--- src/rtl/fp_pkg.sv ---
// Shared FP32 constants, field positions and the accumulator FSM state type.
package fp_pkg;

  localparam int FP32_W = 32;
  localparam logic [FP32_W-1:0] FP32_ZERO = 32'h0000_0000;

  localparam int SIGN_BIT = 31;
  localparam int EXP_MSB  = 30;
  localparam int EXP_LSB  = 23;
  localparam int MAN_W    = 23;

  typedef enum logic [1:0] {
    S_IDLE  = 2'd0,
    S_ACCUM = 2'd1,
    S_DONE  = 2'd2
  } state_t;

endpackage

--- src/rtl/fp_stream_accumulator.sv ---
// Streams FP32 operands into an external combinational adder, keeps the running
// sum, and presents the final sum on a held valid/ready output after LEN operands.
module fp_stream_accumulator
  import fp_pkg::*;
#(
  parameter int LEN_W = 8
) (
  input  logic              clk,
  input  logic              rst_n,
  input  logic              start,
  input  logic [LEN_W-1:0]  len,
  input  logic              abort,
  input  logic              in_valid,
  output logic              in_ready,
  input  logic [FP32_W-1:0] in_data,
  output logic [FP32_W-1:0] add_a,
  output logic [FP32_W-1:0] add_b,
  input  logic [FP32_W-1:0] add_result,
  output logic              out_valid,
  input  logic              out_ready,
  output logic [FP32_W-1:0] out_sum,
  output logic              busy,
  output logic [LEN_W-1:0]  count
);

  // Handshakes: a transfer happens on a rising edge where valid and ready are
  // both high; valid never depends on ready, and out_valid holds until taken.

  localparam logic [LEN_W-1:0] CNT_ONE = LEN_W'(1);

  state_t            state_q, state_d;
  logic [FP32_W-1:0] sum_q, sum_d;
  logic [LEN_W-1:0]  cnt_q, cnt_d;
  logic [LEN_W-1:0]  len_q, len_d;
  logic              accept;

  always_ff @(posedge clk or negedge rst_n) begin
    if (!rst_n) begin
      state_q <= S_IDLE;
      sum_q   <= FP32_ZERO;
      cnt_q   <= '0;
      len_q   <= '0;
    end else begin
      state_q <= state_d;
      sum_q   <= sum_d;
      cnt_q   <= cnt_d;
      len_q   <= len_d;
    end
  end

  assign accept = in_valid && (state_q == S_ACCUM);

  always_comb begin
    state_d = state_q;
    sum_d   = sum_q;
    cnt_d   = cnt_q;
    len_d   = len_q;
    unique case (state_q)
      S_IDLE: begin
        if (start) begin
          sum_d = FP32_ZERO;
          cnt_d = '0;
          len_d = len;
          state_d = (len != '0) ? S_ACCUM : S_DONE;
        end
      end
      S_ACCUM: begin
        // Abort wins over a same-cycle accept; that operand is dropped.
        if (abort) begin
          sum_d   = FP32_ZERO;
          cnt_d   = '0;
          state_d = S_IDLE;
        end else if (accept) begin
          sum_d = add_result;
          cnt_d = cnt_q + CNT_ONE;
          if (cnt_q == (len_q - CNT_ONE)) state_d = S_DONE;
        end
      end
      S_DONE: begin
        if (abort) begin
          sum_d   = FP32_ZERO;
          cnt_d   = '0;
          state_d = S_IDLE;
        end else if (out_ready) begin
          state_d = S_IDLE;
        end
      end
      default: state_d = S_IDLE;
    endcase
  end

  // Everything except add_b is decoded from registers.
  assign in_ready  = (state_q == S_ACCUM);
  assign out_valid = (state_q == S_DONE);
  assign busy      = (state_q != S_IDLE);
  assign out_sum   = sum_q;
  assign add_a     = sum_q;
  assign add_b     = in_data;
  assign count     = cnt_q;

endmodule

--- config.mk ---
export PLATFORM = sky130hd
export DESIGN_NAME = fp_stream_accumulator
export DESIGN_NICKNAME = d
export VERILOG_FILES = /design/src/rtl/fp_pkg.sv /design/src/rtl/fp_stream_accumulator.sv
export SDC_FILE = /design/constraint.sdc
export NUM_CORES = 1
export LEC_CHECK = 0
export ABC_AREA = 0
export ABC_CLOCK_PERIOD_IN_PS = 3300
export BUFFER_PORTS_ARGS = -buffer_cell sky130_fd_sc_hd__buf_2
export CORE_MARGIN = 4
export CORE_UTILIZATION = 45
export DETAILED_ROUTE_END_ITERATION = 6
export PLACE_DENSITY = 0.95
export REMOVE_ABC_BUFFERS = 1
export SLEW_MARGIN = 20
export SYNTH_ARGS = -nofsm -noshare
export SYNTH_HDL_FRONTEND = slang
export SYNTH_SLANG_ARGS = --single-unit
--- constraint.sdc ---
create_clock -name clk -period 3.3 [get_ports clk]
set_clock_uncertainty 0.15 [all_clocks]
set_input_delay 0.66 -clock clk [delete_from_list [all_inputs] [get_ports clk]]
set_output_delay 0.66 -clock clk [all_outputs]
set_load 0.01 [all_outputs]
==> results by group <==
Outcome
  – Status: finished clean

Floorplanning
  – Die extent in x: 86.41 um
  – Initial Utilization: 46.45%
  – Die Y-Extent: 86.41 um
  – IO Count: 185
  – Die area: 7466 sq um
  – Core Region: 5956 sq um
  – Num rows: 28

Critical path
  – Crit path largest cell delay: 0.52 ns
  – CP startpoint kind: register
  – Critical-path cell list: nand2b_1 -> a211o_1 -> or2_1 -> nor2_2 -> xnor2_1 -> nor2_1
  – Worst setup path class: register to register
  – Critical path arrival: 2.15 ns
  – Crit. End Element: register
  – Req. time, crit path: 3.33 ns
  – Slowest CP cell: a211o_1
  – Max Fanout on Critical Path: 18

Clock tree
  – Clock H-tree levels: 2
  – Sink Count: 50
  – CTS tree: yes
  – CTS Buf Count: 5
  – Clock root cell: clkbuf_8
  – Worst-skew pair later-pin latency: 0.30 ns
  – CTS Buffer Depth: 2
  – Gates resized, CTS repair: 0
  – Worst-path clk slew: 0.09 ns
  – Setup bufs post-CTS: 0
  – Hold-fix buffers, CTS: 0

Synthesis
  – Yosys reg bits: 50
  – Mean Syn Cell Area: 10.25 sq um
  – Post-synthesis cell type count: 41
  – Yosys warnings: 0
  – Sequential-to-total area share from yosys stat: 45.23%
  – Cell area after synthesis: 2766 sq um
  – Syn Inst Count: 270

Timing
  – Final Max Tran Viols: 0
  – Setup TNS: 0 ns
  – Setup violations, final: 0
  – Min Hold Slack: 0.2055 ns
  – Period utilization: 64.26%
  – Slew margin rel.: 46.08%
  – Final Hold Fails: 0
  – RSZ-0062 raised after global routing: false
  – Worst Tran Pin Value: 0.8071 ns
  – Fmax: 471.6 MHz
  – Shortest period the worst path allows: 2.121 ns

GRT
  – Vias in the first global route: 2,172
  – Global-route wire length before repair: 12,130 um
  – GRT overflow: 0
  – Largest net degree at the start of global routing: 51
  – GRT Total Usage: 21.56%
  – Initial antenna violation count: 0

Place
  – Port-buffer cells: 120
  – Placed cells: 393
  – GPL Wtd Cong: 0.8141
  – Hpwl dp: 6281 um

Cells and area
  – Layout area overhead: 10.18%
  – Final cell count without fillers: 401
  – Diode count: 0
  – Commonest non-fill, non-tap cell in the layout: buf_2
  – Share of layout cells above drive strength 1: 43.87%
  – Most frequent cells in the layout: buf_2 (119), dfrtp_1 (50), nand2_1 (26)
  – FILL cells: 558
  – Final Net Count: 405

Drt
  – Via density per instance: 5.484
  – DRC violations left: 0
  – Iteration-0 DRC Markers: 106
  – Drt pass-1 iters: 4
  – DRT Wirelength: 7962 um
  – Antenna viol nets, final: 0
  – WL/cell: 19.86 um
  – Via count: 2,199

Power
  – Peak VDD IR: 0.2973 mV
  – Leakage power: 0.001632 uW
  – PD cells: 778.4 nW/um^2

Run
  – Max cap viols: 0

Worst hold path
  – HP Class: input port to async pin
critical path, delay by kind of cell, from the launching register on:
kind / cells / cell delay [ns]
AND/OR/NAND/NOR: 4 / 0.75
AO/OA/AOI/OAI: 1 / 0.52
XOR/XNOR: 1 / 0.12
flip-flops: 1 / 0.45
path summary, 6_finish.rpt:
path,startpoint,to,slack [ns],cells after the start
setup / recovery,state_q[0]$_DFFE_PN0P_,count[7]$_DFFE_PN0P_,1.18,6
hold / removal,rst_n,len_q[6]$_DFFE_PN0P_,0.21,1
setup reg to reg,state_q[0]$_DFFE_PN0P_,count[7]$_DFFE_PN0P_,1.18,6
hold reg to reg,add_a[28]$_DFFE_PN0P_,add_a[28]$_DFFE_PN0P_,0.36,2
max in group asynchronous,rst_n,add_a[1]$_DFFE_PN0P_,2.33,1
min in group clk,add_a[28]$_DFFE_PN0P_,add_a[28]$_DFFE_PN0P_,0.36,2
registers in the layout, summed over array words and instances, names as in the netlist:
signal,cells
state_q,2
count,8
add_a,32
len_q,8
stage by stage:
step | cell area, sq um | worst slack (ns) | util [%] | total power [uW]
2_1_floorplan | 2233 | 0.9211 | - | 1536
3_3_place_gp | 2935 | 1.012 | 49.29 | 1915
5_1_grt | 3048 | 1.035 | 51.18 | 2545
3_5_place_dp | 2935 | 0.9277 | 49.29 | 1957
6_report | 3048 | 1.179 | 51.18 | 2373
4_1_cts | 3045 | 1.178 | 51.13 | 2395
layout make-up:
class,instances,area [sq um],area share [%]
flip-flops and latches,50,1251,41.05
repair buffers,121,610.6,20.03
clock inverters,2,37.54,1.232
inverters,3,11.26,0.3695
clock buffers,6,72.57,2.381
multi-input cells,144,970.9,31.86
well taps,75,93.84,3.079
cell families after synthesis:
| logic type | after synthesis | share of synthesized area [%] |
|---|---|---|
| AOI/OAI and AO/OA | 53 | 14.11 |
| DFF | 50 | 45.23 |
| xor gates and xnor gates | 15 | 4.749 |
| and+or+nand+nor | 68 | 12.89 |
| adders and majority gates | 2 | 0.9044 |
| buffers and inverters | 76 | 19.67 |
| muxes | 6 | 2.442 |
layer usage:
| layer | track usage [%] | vias up | part of all wire, % |
|---|---|---|---|
| li1 | - | 977 | - |
| met1 | 28.03 | 1068 | 40 |
| met2 | 29.76 | 144 | 42 |
| met3 | 13.69 | 8 | 16 |
| met4 | 4.533 | 2 | 0.74 |
| met5 | 6.993 | - | 0.78 |
synthesized netlist by cell type:
master | n | area, sq um
buf_4 | 64 | 480.5
nand3b_1 | 1 | 7.510
a32oi_1 | 1 | 8.760
dfrtp_1 | 50 | 1251
nor2_1 | 12 | 45.04
a211o_1 | 1 | 8.760
nand3_1 | 1 | 5.000
nor2b_1 | 2 | 12.51
or2_2 | 1 | 6.260
nor3_1 | 2 | 10.01
o31a_1 | 1 | 8.760
and3_1 | 1 | 6.260
buf_1 | 2 | 7.510
nand4_1 | 5 | 31.28
a31oi_1 | 3 | 18.77
nor4_2 | 1 | 12.51
o2bb2ai_2 | 1 | 15.01
xor2_1 | 8 | 70.07
and2b_1 | 1 | 7.510
buf_6 | 2 | 22.52
ha_1 | 2 | 25.02
clkbuf_1 | 2 | 7.510
xnor2_1 | 7 | 61.31
nor4_1 | 3 | 18.77
o21ai_1 | 13 | 65.06
nor2_4 | 1 | 11.26
mux2_2 | 6 | 67.56
nor2_2 | 3 | 18.77
inv_1 | 3 | 11.26
or2_1 | 1 | 6.260
nand2b_1 | 3 | 18.77
nor3b_1 | 1 | 7.510
nor3b_2 | 2 | 25.02
nand2_1 | 26 | 97.59
a21o_1 | 1 | 7.510
a22o_1 | 25 | 219.0
nand4b_1 | 1 | 8.760
buf_2 | 3 | 15.01
o22ai_1 | 1 | 6.260
o31ai_1 | 1 | 7.510
o21ai_0 | 5 | 25.02
report_power, final:
part           switching [uW]  internal (uW)  total [uW]  leakage, uW
combinational             546            437         983     0.000918
clock                     201            226         427    0.0000514
sequential                181            781         962     0.000663
Power figures use the tool's default switching activity.
